### config.mk
export PLATFORM = sky130hd
export DESIGN_NAME = valid_ready_fifo_flat
export DESIGN_NICKNAME = d
export VERILOG_FILES = /design/src/rtl/valid_ready_pkg.sv /design/src/rtl/valid_ready_std_if.sv /design/src/rtl/valid_ready_fifo_mem.sv /design/src/rtl/valid_ready_fifo.sv /design/src/flat_wrapper.sv
export SDC_FILE = /design/constraint.sdc
export NUM_CORES = 1
export LEC_CHECK = 0
export BUFFER_PORTS_ARGS = -buffer_cell sky130_fd_sc_hd__buf_4
export CAP_MARGIN = 20
export CORE_AREA = 2 2 69 71
export DETAILED_ROUTE_END_ITERATION = 10
export DIE_AREA = 0 0 71 73
export HOLD_SLACK_MARGIN = 0.15
export SYNTH_ARGS = -nofsm -noshare
export SYNTH_HDL_FRONTEND = slang
export SYNTH_SLANG_ARGS = --single-unit
### constraint.sdc
create_clock -name clk -period 1.95 [get_ports clk]
set_clock_uncertainty 0.1 [all_clocks]
set_input_delay 0.2925 -clock clk [delete_from_list [all_inputs] [get_ports clk]]
set_output_delay 0.2925 -clock clk [all_outputs]
set_load 0.03 [all_outputs]
### src/rtl/valid_ready_pkg.sv
// Shared helpers for the valid/ready stream FIFO: pointer width and
// elaboration-time checks on the DEPTH parameter.
package valid_ready_pkg;

  function automatic int ptr_w(input int depth);
    return $clog2(depth) + 1;
  endfunction

  function automatic bit depth_is_pow2(input int depth);
    return (depth > 0) && ((depth & (depth - 1)) == 0);
  endfunction

  function automatic bit depth_ok(input int depth);
    return depth_is_pow2(depth) && (depth >= 2);
  endfunction

endpackage

### src/rtl/valid_ready_std_if.sv
// Standard valid/ready stream interface; the producer drives valid/data
// and the consumer drives ready.
interface valid_ready_std_if #(
  parameter int DATAWIDTH = 8
) ();
  logic                 valid;
  logic                 ready;
  logic [DATAWIDTH-1:0] data;

  modport in  (input valid, input data, output ready);
  modport out (output valid, output data, input ready);
endinterface

### src/rtl/valid_ready_fifo_mem.sv
// DEPTH x DATAWIDTH storage for the stream FIFO: synchronous write,
// asynchronous read, no reset.
module valid_ready_fifo_mem #(
  parameter int DATAWIDTH = 8,
  parameter int DEPTH     = 4
) (
  input  logic                       clk,
  input  logic                       we,
  input  logic [$clog2(DEPTH)-1:0]   waddr,
  input  logic [DATAWIDTH-1:0]       wdata,
  input  logic [$clog2(DEPTH)-1:0]   raddr,
  output logic [DATAWIDTH-1:0]       rdata
);

  logic [DATAWIDTH-1:0] mem [DEPTH];

  always_ff @(posedge clk) begin
    if (we) mem[waddr] <= wdata;
  end

  assign rdata = mem[raddr];

endmodule

### src/rtl/valid_ready_fifo.sv
// Elastic valid/ready buffer with registered ready/valid (no in->out comb path).
// Optional occupancy port enabled by VALID_READY_FIFO_COUNT_EN.
module valid_ready_fifo
  import valid_ready_pkg::*;
#(
  parameter int DATAWIDTH = 8,
  parameter int DEPTH     = 4
) (
  input  logic                        clk,
  input  logic                        rst,
  valid_ready_std_if.in               in_if,
  valid_ready_std_if.out              out_if
`ifdef VALID_READY_FIFO_COUNT_EN
  ,
  output logic [ptr_w(DEPTH)-1:0]     count
`endif
);

  localparam int PW = ptr_w(DEPTH);
  localparam int AW = PW - 1;

  if (!depth_ok(DEPTH)) begin : g_depth_check
    $error("valid_ready_fifo: DEPTH must be a power of two and at least 2");
  end

  logic [PW-1:0] wr_ptr, rd_ptr;
  logic [PW-1:0] wr_next, rd_next;
  logic          ready_q, valid_q;
  logic          push, pop;
  logic          full_next, empty_next;

  assign push = in_if.valid && ready_q;
  assign pop  = valid_q && out_if.ready;

  assign wr_next = wr_ptr + PW'(push);
  assign rd_next = rd_ptr + PW'(pop);

  // Flags are evaluated on the post-update pointers so ready/valid can be registered.
  assign empty_next = (wr_next == rd_next);
  assign full_next  = (wr_next[AW-1:0] == rd_next[AW-1:0]) &&
                      (wr_next[AW] != rd_next[AW]);

  always_ff @(posedge clk or posedge rst) begin
    if (rst) begin
      wr_ptr  <= '0;
      rd_ptr  <= '0;
      ready_q <= 1'b0;
      valid_q <= 1'b0;
    end else begin
      wr_ptr  <= wr_next;
      rd_ptr  <= rd_next;
      ready_q <= !full_next;
      valid_q <= !empty_next;
    end
  end

  assign in_if.ready  = ready_q;
  assign out_if.valid = valid_q;

  valid_ready_fifo_mem #(
    .DATAWIDTH (DATAWIDTH),
    .DEPTH     (DEPTH)
  ) u_mem (
    .clk   (clk),
    .we    (push),
    .waddr (wr_ptr[AW-1:0]),
    .wdata (in_if.data),
    .raddr (rd_ptr[AW-1:0]),
    .rdata (out_if.data)
  );

`ifdef VALID_READY_FIFO_COUNT_EN
  logic [PW-1:0] count_q;

  always_ff @(posedge clk or posedge rst) begin
    if (rst) count_q <= '0;
    else     count_q <= wr_next - rd_next;
  end

  assign count = count_q;
`endif

endmodule

### src/flat_wrapper.sv
// flat-port wrapper written by rule: the top's interface ports become plain ports
module valid_ready_fifo_flat import valid_ready_pkg::*;
#(
  parameter int DATAWIDTH = 8,
  parameter int DEPTH     = 4
)
  (clk, rst, in_if_valid, in_if_data, in_if_ready, out_if_valid, out_if_data, out_if_ready);
  valid_ready_std_if #(.DATAWIDTH(DATAWIDTH)) in_if_i ();
  valid_ready_std_if #(.DATAWIDTH(DATAWIDTH)) out_if_i ();
  input  logic clk;
  input  logic rst;
  input wire logic [$bits(in_if_i.valid)-1:0] in_if_valid;
  input wire logic [$bits(in_if_i.data)-1:0] in_if_data;
  output wire logic [$bits(in_if_i.ready)-1:0] in_if_ready;
  output wire logic [$bits(out_if_i.valid)-1:0] out_if_valid;
  output wire logic [$bits(out_if_i.data)-1:0] out_if_data;
  input wire logic [$bits(out_if_i.ready)-1:0] out_if_ready;
  assign in_if_i.valid = in_if_valid;
  assign in_if_i.data = in_if_data;
  assign in_if_ready = in_if_i.ready;
  assign out_if_valid = out_if_i.valid;
  assign out_if_data = out_if_i.data;
  assign out_if_i.ready = out_if_ready;
  valid_ready_fifo #(.DATAWIDTH(DATAWIDTH), .DEPTH(DEPTH)) u_core (.clk(clk), .rst(rst), .in_if(in_if_i), .out_if(out_if_i));
endmodule
Word-level counts from Yosys, hierarchy flattened
Memories as Yosys holds them, arrays and structs flattened.
Cells that the tools add are included.
{"block": "op_classes", "n_shift": 0, "magnitude_cmp": 0, "addsub": 2, "n_bitwise": 0, "n_div": 0, "n_mux": 2, "n_eq_ne": 3, "n_reduce_logical": 5, "n_mul": 0}
{"cell": "adder 3 x 1 -> 3 bit", "n": 2}
{"cell": "== test 3 bit", "n": 1}
{"cell": "logical AND 1 bit", "n": 3}
{"cell": "== test 2 bit", "n": 1}
{"cell": "zero test 1 bit", "n": 2}
{"cell": "two-way mux 1 bit", "n": 2}
{"cell": "inequality test 1 bit", "n": 1}
{"block": "word_totals", "n_memories": 1, "regBits": 8, "mem_bits_ro": 0, "in_bits": 12, "ram_bits": 32, "latchBits": 0, "out_inout_bits": 10}
{"memory": "u_core.u_mem.mem", "words": 4, "word_bits": 8, "rd": 1, "rd_ports_with_merged_regs": 0, "wr": 1, "line": "valid_ready_fifo_mem.sv:15", "text": "logic [DATAWIDTH-1:0] mem [DEPTH];"}

Longest topological paths before layout
Gate-level depths: netlist (run 1).
{"block": "depth", "depth_word": 5, "ltp_mapped": 7, "mapped_depth_nobuf": 7}

Modules after synthesis
Synthesis (run 1) repeated with hierarchy kept, for this count alone.
{"block": "hier_totals", "cells_unflattened": 70, "area_unflattened_um2": 1531.5}
{"module": "valid_ready_fifo_mem", "area_per_inst_um2": 1188.6, "seq_area_each_um2": 960.9, "cells_each": 46, "n_inst": 1}
{"module": "valid_ready_fifo", "area_per_inst_um2": 342.8, "seq_area_each_um2": 200.2, "cells_each": 24, "n_inst": 1}

Least setup slack after synthesis (run 1)
OpenSTA, ideal clock, no wires.
{"block": "synth_timing", "path_type": "register to register", "start": "reg u_core.ready_q (netlist: u_core.in_if.ready)", "end": "reg u_core.valid_q (netlist: u_core.out_if.valid)", "t_required_ps": 1719, "synth_period_minus_slack_ps": 1882, "path_slack_ps": 68, "path_stages_with_launch": 8, "setup_time_ps": 131, "t_arrival_ps": 1650, "cell_sequence": "dfrtp_1 -> nand2_1 -> inv_1 -> ha_1 -> ha_1 -> xor2_2 -> xnor2_1 -> or3_1"}
{"block": "synth_between", "elab_chain_cells": 4}
{"element": "from (decl)", "line": "valid_ready_fifo.sv:28", "text": "logic ready_q, valid_q;"}
{"element": "from (signal assigned)", "line": "valid_ready_fifo.sv:52", "text": "ready_q <= !full_next;"}
{"element": "logical AND 1 bit", "line": "valid_ready_fifo.sv:32", "text": "assign push = in_if.valid && ready_q;"}
{"element": "adder 3 x 1 -> 3 bit", "line": "valid_ready_fifo.sv:35", "text": "assign wr_next = wr_ptr + PW'(push);"}
{"element": "via u_core.wr_next[2]", "line": "valid_ready_fifo.sv:27", "text": "logic [PW-1:0] wr_next, rd_next;"}
{"element": "== test 3 bit", "line": "valid_ready_fifo.sv:39", "text": "assign empty_next = (wr_next == rd_next);"}
{"element": "zero test 1 bit", "line": "valid_ready_fifo.sv:53", "text": "valid_q <= !empty_next;"}
{"element": "to (signal assigned)", "line": "valid_ready_fifo.sv:53"}
{"element": "to (decl)", "line": "valid_ready_fifo.sv:28"}
The timed path passes the listed nets, and every way through them passes these cells.

Worst setup path after layout (run 1)
{"block": "layout_timing", "start": "reg u_core.rd_ptr[0]", "end": "out out_if_data[3]"}
{"block": "layout_between", "elab_chain_cells": 1}
{"element": "from (decl)", "line": "valid_ready_fifo.sv:26", "text": "logic [PW-1:0] wr_ptr, rd_ptr;"}
{"element": "from (signal assigned)", "line": "valid_ready_fifo.sv:51", "text": "rd_ptr <= rd_next;"}
{"element": "memory read (4 x 8 bit)"}
{"element": "to (decl)", "line": "flat_wrapper.sv:16", "text": "output wire logic [$bits(out_if_i.data)-1:0] out_if_data;"}
No other way between the ends.

==> results.json, run 1 <==
{
  "hp-class": "input pin to flop",
  "ir_worst_vdd_mv": 0.7557,
  "startpoint_type": "flop",
  "cts_root_buffer": "clkbuf_8",
  "critical_path_class": "flop to output port",
  "maxCapViolations": 0,
  "setup_slack_ns": 0.04108,
  "yosysMostFrequentCell": "edfxtp_1",
  "cts_tree": "yes",
  "tns_ns": 0,
  "place_area_um2": 1774,
  "grt_pass1_vias": 842,
  "worst-path-max-fanout": 8,
  "p_per_area_nw_per_um2": 1531,
  "synthFlopType": "edfxtp_1",
  "vias": 771,
  "track_usage": 0.1140,
  "netlist_top_cells_count": "edfxtp_1, dfrtp_1, mux4_2",
  "finalCriticalPeriod_ns": 1.909,
  "grt_max_degree": 13,
  "grt_pass1_wl_um": 4174,
  "design_area_um2": 1993,
  "synthArstFlopShare": 0.2000,
  "reg2reg_from": "u_core.rd_ptr[0]$_DFF_PP0_",
  "synth_cell_types": 18,
  "critPathSlowestCell": "mux4_2",
  "chipWidth_um": 71,
  "outcome": "finished clean",
  "synth_area_leaders": "edfxtp_1, dfrtp_1, mux4_2",
  "start_util": 0.3352,
  "r2r_slack_ns": 0.15,
  "antenna_found_initial": 0,
  "nNetsFinal": 128,
  "slew_violations": 0,
  "avgSynthCellArea_um2": 21.41,
  "drt_pass1_iterations": 4,
  "cts_htree_levels": 2,
  "critical_path.startpoint": "u_core.rd_ptr[0]$_DFF_PP0_",
  "synthCells": 71,
  "drive_gt1_frac": 0.3894,
  "wl_per_cell_um": 15.20,
  "setup.worst_path.end_class": "output port",
  "max_freq_mhz": 523.9,
  "worstSetupEndpoint": "out_if_data[3]",
  "dp_slack_ns": 0.09193,
  "slowest_delay_ns": 0.53,
  "cts-buffers-inserted": 5,
  "critical_path_arrival_ns": 1.52,
  "min_period_over_period": 0.9789,
  "yosysSeqAreaShare": 0.7638,
  "clock_sinks": 40,
  "reg2reg_to": "u_core.out_if.valid$_DFF_PP0_",
  "clk_latency_ns": 0.28,
  "rr_worst_depth": 5,
  "setup_viol": 0,
  "dp_hpwl_um": 1705,
  "synth_fp_nets": 87,
  "rows": 25,
  "ios": 22,
  "clkTransAtPathRegs_ns": 0.07,
  "tightest_slew_ns": 0.4649,
  "ys_warn_count": 0,
  "drc": 0,
  "grt_remaining_overflow": 0,
  "slew_headroom": 0.6901,
  "synth_edf_count": 32,
  "vias_per_cell": 4.617,
  "drt-total-wl_um": 2538,
  "ys_seq_elements": 40,
  "gp_congestion": 0.7872,
  "dieArea_um2": 5183,
  "route.antenna.remaining_nets": 0,
  "clk_path_buf_depth": 2,
  "design.core.area_um2": 4536,
  "syn_area_um2": 1520,
  "io_buffers": 21,
  "n_antenna_cell": 0,
  "crit_required_ns": 1.56,
  "leakage_nw": 0.7494,
  "first_iter_violations": 37,
  "crit_chain": "buf_8 -> mux4_2 -> buf_6",
  "syn2layout_area_growth_pct": 31.11,
  "rsz0062_at_grt": "yes",
  "hold_viol": 0,
  "yosysTopAreaCell": "edfxtp_1",
  "synth.top_cell.area_share": 0.6321,
  "die_h_um": 73
}
## critical path: cells and delay by family (launching register included)
kind | cells | cell delay (ns)
buf+inv | 2 | 0.32
flops | 1 | 0.38
mux | 1 | 0.53
## per-stage QoR
step | utilization | cells | power, mW | hold WS [ns]
detailed placement | 0.3912 | 149 | 2.447 | 0.1563
floorplan | - | 71 | 2.047 | 0.008158
global placement | 0.3912 | 149 | 2.419 | 0.1544
CTS | 0.4323 | 167 | 3.019 | 0.2710
finish | 0.4394 | 167 | 3.051 | 0.2721
global route | 0.4394 | 167 | 3.242 | 0.2870
## flip-flops by register name (all words and copies together) (netlist names)
name / cells
u_core.u_mem.mem: 32
u_core.in_if.ready: 1
u_core.wr_ptr: 3
u_core.out_if.valid: 1
u_core.rd_ptr: 3
## where the power goes
part	internal (mW)	switching [mW]	leakage (nW)
logic	0.635	0.672	0.325
clock network	0.251	0.267	0.0422
registers	1.14	0.0846	0.383
## cell type report
type                    count  area, um2
clock inverters             1      5.005
flip-flops and latches     40       1161
inverters                   3      11.26
multi-input cells          26      341.6
clock buffers               7      76.32
fillers                   409       2542
repair buffers             36      330.3
well taps                  54      67.56
## logic make-up (layout without fill, tap and decap cells)
group                      count (synthesis)  after routing  synth area share
buffers and inverters                      5             47           0.01316
adders and majority gates                  4              4           0.03292
muxes                                      8              8            0.1185
and+or+nand+nor                            9              9           0.03292
DFF                                       40             40            0.7638
xor gates and xnor gates                   5              5           0.03869
## worst min path at each step
| stage | depth (start not counted) | start | to |
|---|---|---|---|
| final | 3 | out_if_ready | u_core.rd_ptr[0]$_DFF_PP0_ |
| after global placement | 2 | rst | u_core.wr_ptr[0]$_DFF_PP0_ |
| after floorplan | 1 | rst | u_core.in_if.ready$_DFF_PP0_ |
| after detailed placement | 2 | rst | u_core.wr_ptr[1]$_DFF_PP0_ |
| after global routing | 3 | out_if_ready | u_core.rd_ptr[0]$_DFF_PP0_ |
| after CTS | 3 | out_if_ready | u_core.rd_ptr[0]$_DFF_PP0_ |
## repair_timing
item | 4_1_cts | 5_1_grt
hold endpoints to repair | 40 | 0
buffers inserted | 1 | 0
endpoints found under the setup margin | 8 | 9
hold buffers | 9 | 0
gates resized for setup | 2 | 9
## layer usage
layer	track usage	vias to the layer above	share of wire
met2	0.1817	21	0.52
met4	0.04403	0	0.0095
li1	-	357	-
met5	0	-	0
met1	0.1359	389	0.42
met3	0.05249	4	0.054
## placed cells by master (no fill, tap or decap)
cell type | Yosys | final
edfxtp_1 | 32 | 32
buf_4 | 0 | 18
dlygate4sd3_1 | 0 | 9
mux4_2 | 8 | 8
buf_6 | 0 | 8
dfrtp_1 | 8 | 8
clkbuf_8 | 0 | 5
ha_1 | 4 | 4
inv_1 | 3 | 3
nor3b_1 | 2 | 2
xor2_1 | 2 | 2
clkbuf_1 | 0 | 2
nand2_2 | 0 | 1
and2_1 | 1 | 1
xor2_2 | 1 | 1
xnor2_2 | 1 | 1
and3_1 | 1 | 1
nor3_1 | 1 | 1
nor2_1 | 1 | 1
xnor2_1 | 1 | 1
nand2_1 | 2 | 1
or3_1 | 1 | 1
clkinv_2 | 0 | 1
buf_8 | 0 | 1
(Power assumes the default switching activity.)
==> run 2, diff against run 1 <==
--- a/config.mk
+++ b/config.mk
@@ -7,9 +7,10 @@
 export LEC_CHECK = 0
 export BUFFER_PORTS_ARGS = -buffer_cell sky130_fd_sc_hd__buf_4
 export CAP_MARGIN = 20
-export CORE_AREA = 2 2 69 71
+export CORE_AREA = 3 3 70 72
+export CTS_CLUSTER_DIAMETER = 200
 export DETAILED_ROUTE_END_ITERATION = 10
-export DIE_AREA = 0 0 71 73
+export DIE_AREA = 0 0 73 75
 export HOLD_SLACK_MARGIN = 0.15
 export SYNTH_ARGS = -nofsm -noshare
 export SYNTH_HDL_FRONTEND = slang
==> constraint.sdc (replaced) <==
create_clock -name clk -period 1.95 [get_ports clk]
set_clock_uncertainty 0.1 [all_clocks]
set_input_delay 0.2925 -clock clk [delete_from_list [all_inputs] [get_ports clk]]
set_output_delay 0.2925 -clock clk [all_outputs]
set_load 0.005 [all_outputs]
==> results.json, run 2 (synthesized netlist as in run 1, its figures left out) <==
{
  "hold_slack_ns": 0.2995,
  "ios": 22,
  "finalCriticalPeriod_ns": 1.896,
  "wl_per_cell_um": 15.36,
  "drt-total-wl_um": 2535,
  "seqPwrFrac": 0.429,
  "crit_family": "multiplexers",
  "vias_per_cell": 4.527,
  "route.antenna.remaining_nets": 0,
  "critical_path_class": "flop to output port",
  "final_cell_mix": "edfxtp_1, buf_4, dlygate4sd3_1, mux4_2, dfrtp_1",
  "max_freq_mhz": 527.4,
  "final_common_cell": "edfxtp_1",
  "chipWidth_um": 73,
  "die_h_um": 75,
  "critical_path_buf_inv_count": 2,
  "hp-class": "input pin to flop",
  "start_util": 0.3491,
  "rows": 24,
  "critical_path_arrival_ns": 1.50,
  "p_sw_frac": 0.2726,
  "drive_gt1_frac": 0.3805,
  "slowest_delay_ns": 0.53,
  "startpoint_type": "flop",
  "io_buffers": 21,
  "setup_viol": 0,
  "cts-buffers-inserted": 5,
  "p_per_area_nw_per_um2": 1447,
  "hold_viol": 0,
  "clock_sinks": 40,
  "largest-register": "u_core.u_mem.mem",
  "final_cells": 165,
  "grt_remaining_overflow": 0,
  "maxCapViolations": 0,
  "reg.largest.list": "u_core.u_mem.mem: 32 flops, u_core.rd_ptr: 3 flops, u_core.wr_ptr: 3 flops",
  "setup.worst_path.end_class": "output port",
  "largest_register_ffs": 32,
  "n_antenna_cell": 0,
  "clk_latency_ns": 0.29,
  "drt_pass1_iterations": 4,
  "syn2layout_area_growth_pct": 31.44,
  "ir_worst_vdd_mv": 0.6884,
  "min_period_over_period": 0.9724,
  "critical_path.startpoint": "u_core.rd_ptr[0]$_DFF_PP0_",
  "gp_congestion": 0.6887,
  "cts_root_buffer": "clkbuf_8",
  "vias": 747,
  "slew_violations": 0,
  "cts_tree": "yes",
  "p_int_mw": 2.103,
  "hold_start": "out_if_ready",
  "nNetsFinal": 128,
  "reg2reg_from": "u_core.in_if.ready$_DFF_PP0_",
  "design.core.area_um2": 4354,
  "slew_headroom": 0.6801,
  "p_sw_uw": 788.3,
  "clk_path_buf_depth": 2,
  "grt_pass1_wl_um": 4036,
  "worst-path-max-fanout": 8,
  "grt_pass1_vias": 807,
  "track_usage": 0.1069,
  "first_iter_violations": 34,
  "outcome": "finished clean",
  "rsz0062_at_grt": "yes",
  "cts_htree_levels": 2,
  "crit_required_ns": 1.56,
  "antenna_found_initial": 0,
  "combPwrFrac": 0.351,
  "clkPwrFrac": 0.220,
  "nFillCells": 381,
  "dieArea_um2": 5475,
  "tightest_slew_ns": 0.4799,
  "place_area_um2": 1772,
  "crit_chain": "buf_8 -> mux4_2 -> buf_6",
  "leakage_nw": 0.7554,
  "dpl.cell_count": 147,
  "critPathSlowestCell": "mux4_2",
  "grt_max_degree": 13,
  "drc": 0,
  "clkTransAtPathRegs_ns": 0.07,
  "design_area_um2": 1998
}
[run 2: changes by cell type in the layout (fill, tap and decap cells not counted)]
| cell | before | now |
|---|---|---|
| clkbuf_1 | 2 | 0 |
| buf_6 | 8 | 4 |
| nand2_2 | 1 | 0 |
| clkinv_2 | 1 | 0 |
| bufinv_16 | 0 | 1 |
| nand2_1 | 1 | 2 |
| buf_4 | 18 | 22 |
| clkinv_1 | 0 | 2 |
[run 2: worst paths after layout]
check	slack, ns	endpoint	cells after the start
worst max-delay path	0.05	out_if_data[4]	3
worst min-delay path	0.30	u_core.rd_ptr[0]$_DFF_PP0_	3
worst max register to register	0.11	u_core.out_if.valid$_DFF_PP0_	6
worst min register to register	0.40	u_core.wr_ptr[2]$_DFF_PP0_	1
max in group asynchronous	1.11	u_core.wr_ptr[2]$_DFF_PP0_	3
min in group asynchronous	0.41	u_core.rd_ptr[0]$_DFF_PP0_	3
[run 2: tightest hold or removal path, stage by stage]
cell and delay, ns:
buf_4 0.07, and2_1 0.13, ha_1 0.16
[run 2: through the flow]
stage | worst slack (ns) | setup TNS (ns) | total power, mW | utilization
final | 0.05378 | 0 | 2.891 | 0.4589
after global routing | -0.02806 | -0.06486 | 3.087 | 0.4589
after CTS | 0.02000 | 0 | 2.880 | 0.4529
after detailed placement | 0.1061 | 0 | 2.208 | 0.4069
after global placement | 0.1591 | 0 | 2.185 | 0.4069
after floorplan | 0.2168 | 0 | 1.808 | -
[run 2: repair_timing]
action / CTS / global route
gates cloned: 0 / 0
hold buffers: 9 / 0
endpoints found under the setup margin: 3 / 8
hold endpoints to repair: 40 / 0
resized for setup: 1 / 5
pin swaps: 0 / 0
buffers inserted: 0 / 1
[run 2: layer usage]
metal  up-vias  wire length [um]  GRT usage
met5         -                 0          0
met4         0                21    0.03689
met3         2               157    0.04940
met2        24              1265     0.1708
met1       365              1090     0.1283
li1        356                 -          -
[run 2: power groups by stage]
stage	Clock (mW)	Sequential (mW)	Combinational, mW
5_1_grt	0.701	1.26	1.12
6_report	0.636	1.24	1.02
2_1_floorplan	0	1.22	0.587
3_3_place_gp	0	1.25	0.936
4_1_cts	0.658	1.24	0.982
3_5_place_dp	0	1.25	0.954
[run 2: layout make-up]
type	count	area (um2)	share of cell area
Tap cell	52	65.06	0.03256
Clock inverter	3	37.54	0.01879
Sequential cell	40	1161	0.5811
Timing Repair Buffer	36	315.3	0.1578
Multi-Input combinational cell	26	339.1	0.1697
Clock buffer	5	68.82	0.03444
Inverter	3	11.26	0.005636
==> run 3, diff against run 2 <==
--- a/config.mk
+++ b/config.mk
@@ -12,6 +12,7 @@
 export DETAILED_ROUTE_END_ITERATION = 10
 export DIE_AREA = 0 0 73 75
 export HOLD_SLACK_MARGIN = 0.15
+export PLACE_DENSITY = 0.5
 export SYNTH_ARGS = -nofsm -noshare
 export SYNTH_HDL_FRONTEND = slang
 export SYNTH_SLANG_ARGS = --single-unit
==> results.json, run 3 (synthesized netlist as in run 1, its figures left out) <==
{
  "clk_latency_ns": 0.28,
  "drc": 0,
  "route.antenna.remaining_nets": 0,
  "vias": 760,
  "largest_register_ffs": 32,
  "nNetsFinal": 129,
  "rows": 24,
  "slew_headroom": 0.6950,
  "cts_htree_levels": 2,
  "ios": 22,
  "clk_path_buf_depth": 2,
  "ir_worst_vdd_mv": 0.5721,
  "dieArea_um2": 5475,
  "leakage_nw": 0.7581,
  "chipWidth_um": 73,
  "rsz0062_at_grt": "yes",
  "reg.largest.list": "u_core.u_mem.mem: 32 flops, u_core.rd_ptr: 3 flops, u_core.wr_ptr: 3 flops",
  "max_freq_mhz": 528.2,
  "final_cell_mix": "edfxtp_1, buf_4, dlygate4sd3_1, mux4_2, dfrtp_1",
  "io_buffers": 21,
  "grt_max_degree": 14,
  "start_util": 0.3491,
  "die_h_um": 75,
  "final_common_cell": "edfxtp_1",
  "power_mw": 2.875,
  "clkTransAtPathRegs_ns": 0.08,
  "slew_violations": 0,
  "dp_hpwl_um": 1752,
  "crit_required_ns": 1.56,
  "track_usage": 0.1135,
  "cts_tree": "yes",
  "critical_path_arrival_ns": 1.50,
  "grt_pass1_vias": 883,
  "critical_path_class": "flop to output port",
  "hp-class": "input pin to flop",
  "cts-buffers-inserted": 5,
  "n_antenna_cell": 0,
  "drt_pass1_iterations": 2,
  "drive_gt1_frac": 0.3947,
  "cts_setup_buffers": 0,
  "largest-register": "u_core.u_mem.mem",
  "design.core.area_um2": 4354,
  "nFillCells": 394,
  "finalCriticalPeriod_ns": 1.893,
  "vias_per_cell": 4.578,
  "grt_pass1_wl_um": 4312,
  "gp_congestion": 0.7063,
  "drt-total-wl_um": 2596,
  "hold_viol": 0,
  "setup.worst_path.end_class": "output port",
  "setup_viol": 0,
  "wl_per_cell_um": 15.64,
  "design_area_um2": 1996,
  "place_area_um2": 1787,
  "outcome": "finished clean",
  "antenna_found_initial": 0,
  "min_period_over_period": 0.9710,
  "startpoint_type": "flop",
  "maxCapViolations": 0,
  "clock_sinks": 40,
  "first_iter_violations": 18,
  "tightest_slew_ns": 0.4575,
  "grt_remaining_overflow": 0,
  "worst-path-max-fanout": 3,
  "p_per_area_nw_per_um2": 1440,
  "syn2layout_area_growth_pct": 31.28,
  "cts_root_buffer": "clkbuf_8"
}
==> run 3: cell types whose count changed in the layout (fill, tap and decap cells not counted), sizes merged <==
cell and change:
buf +1
==> run 3: through the flow <==
step                std cells  setup TNS [ns]  hold slack (ns)  setup slack [ns]    util
detailed placement        149               0           0.1725            0.1198  0.4103
global route              166       -0.001036           0.2820         -0.001036  0.4583
global placement          149               0           0.1622            0.1561  0.4103
floorplan                  71               0         0.008158            0.2168       -
CTS                       166               0           0.2765           0.01031  0.4566
finish                    166               0           0.2848           0.05660  0.4583
==> run 3: what timing repair did <==
action                                  CTS  global route
hold endpoints to repair                 40             0
endpoints found under the setup margin    0             5
hold buffers                              9             0
resized for setup                         0             2
==> run 3: metal layers <==
metal  vias up  global-route usage  wire, um
li1        357                   -         -
met1       379              0.1405      1158
met2        19              0.1768      1244
met3         5             0.04940       148
met4         0             0.04303        44
met5         -                   0         0
==> run 3: path summary, 6_finish.rpt <==
path                                         startpoint                            end  slack [ns]  cells after the start
min in group asynchronous                           rst  u_core.out_if.valid$_DFF_PP0_        0.41                      3
max reg2reg                u_core.in_if.ready$_DFF_PP0_  u_core.out_if.valid$_DFF_PP0_        0.14                      7
min reg2reg                  u_core.wr_ptr[2]$_DFF_PP0_     u_core.wr_ptr[2]$_DFF_PP0_        0.40                      1
max in group asynchronous                           rst     u_core.wr_ptr[0]$_DFF_PP0_        1.10                      3
min                                        out_if_ready     u_core.rd_ptr[0]$_DFF_PP0_        0.28                      3
max                          u_core.rd_ptr[0]$_DFF_PP0_                 out_if_data[7]        0.06                      3
==> run 3: cell type report <==
type                    instances  area, um2  share of cell area
flip-flops and latches         40       1161              0.5818
multi-input cells              26      339.1              0.1699
repair buffers                 37      307.8              0.1542
clock buffers                   5      68.82             0.03448
well taps                      52      65.06             0.03260
clock inverters                 3      42.54             0.02132
inverters                       3      11.26            0.005643
==> run 3: power by group <==
group	internal, mW	switching [mW]
Clock	0.379	0.279
Combinational	0.565	0.426
Sequential	1.14	0.0855
Total	2.08	0.790
==> run 3: worst max-delay path, stage by stage, from the launching register on <==
cell and delay [ns]:
dfrtp_1 0.39, buf_4 0.16, mux4_2 0.51, buf_4 0.15
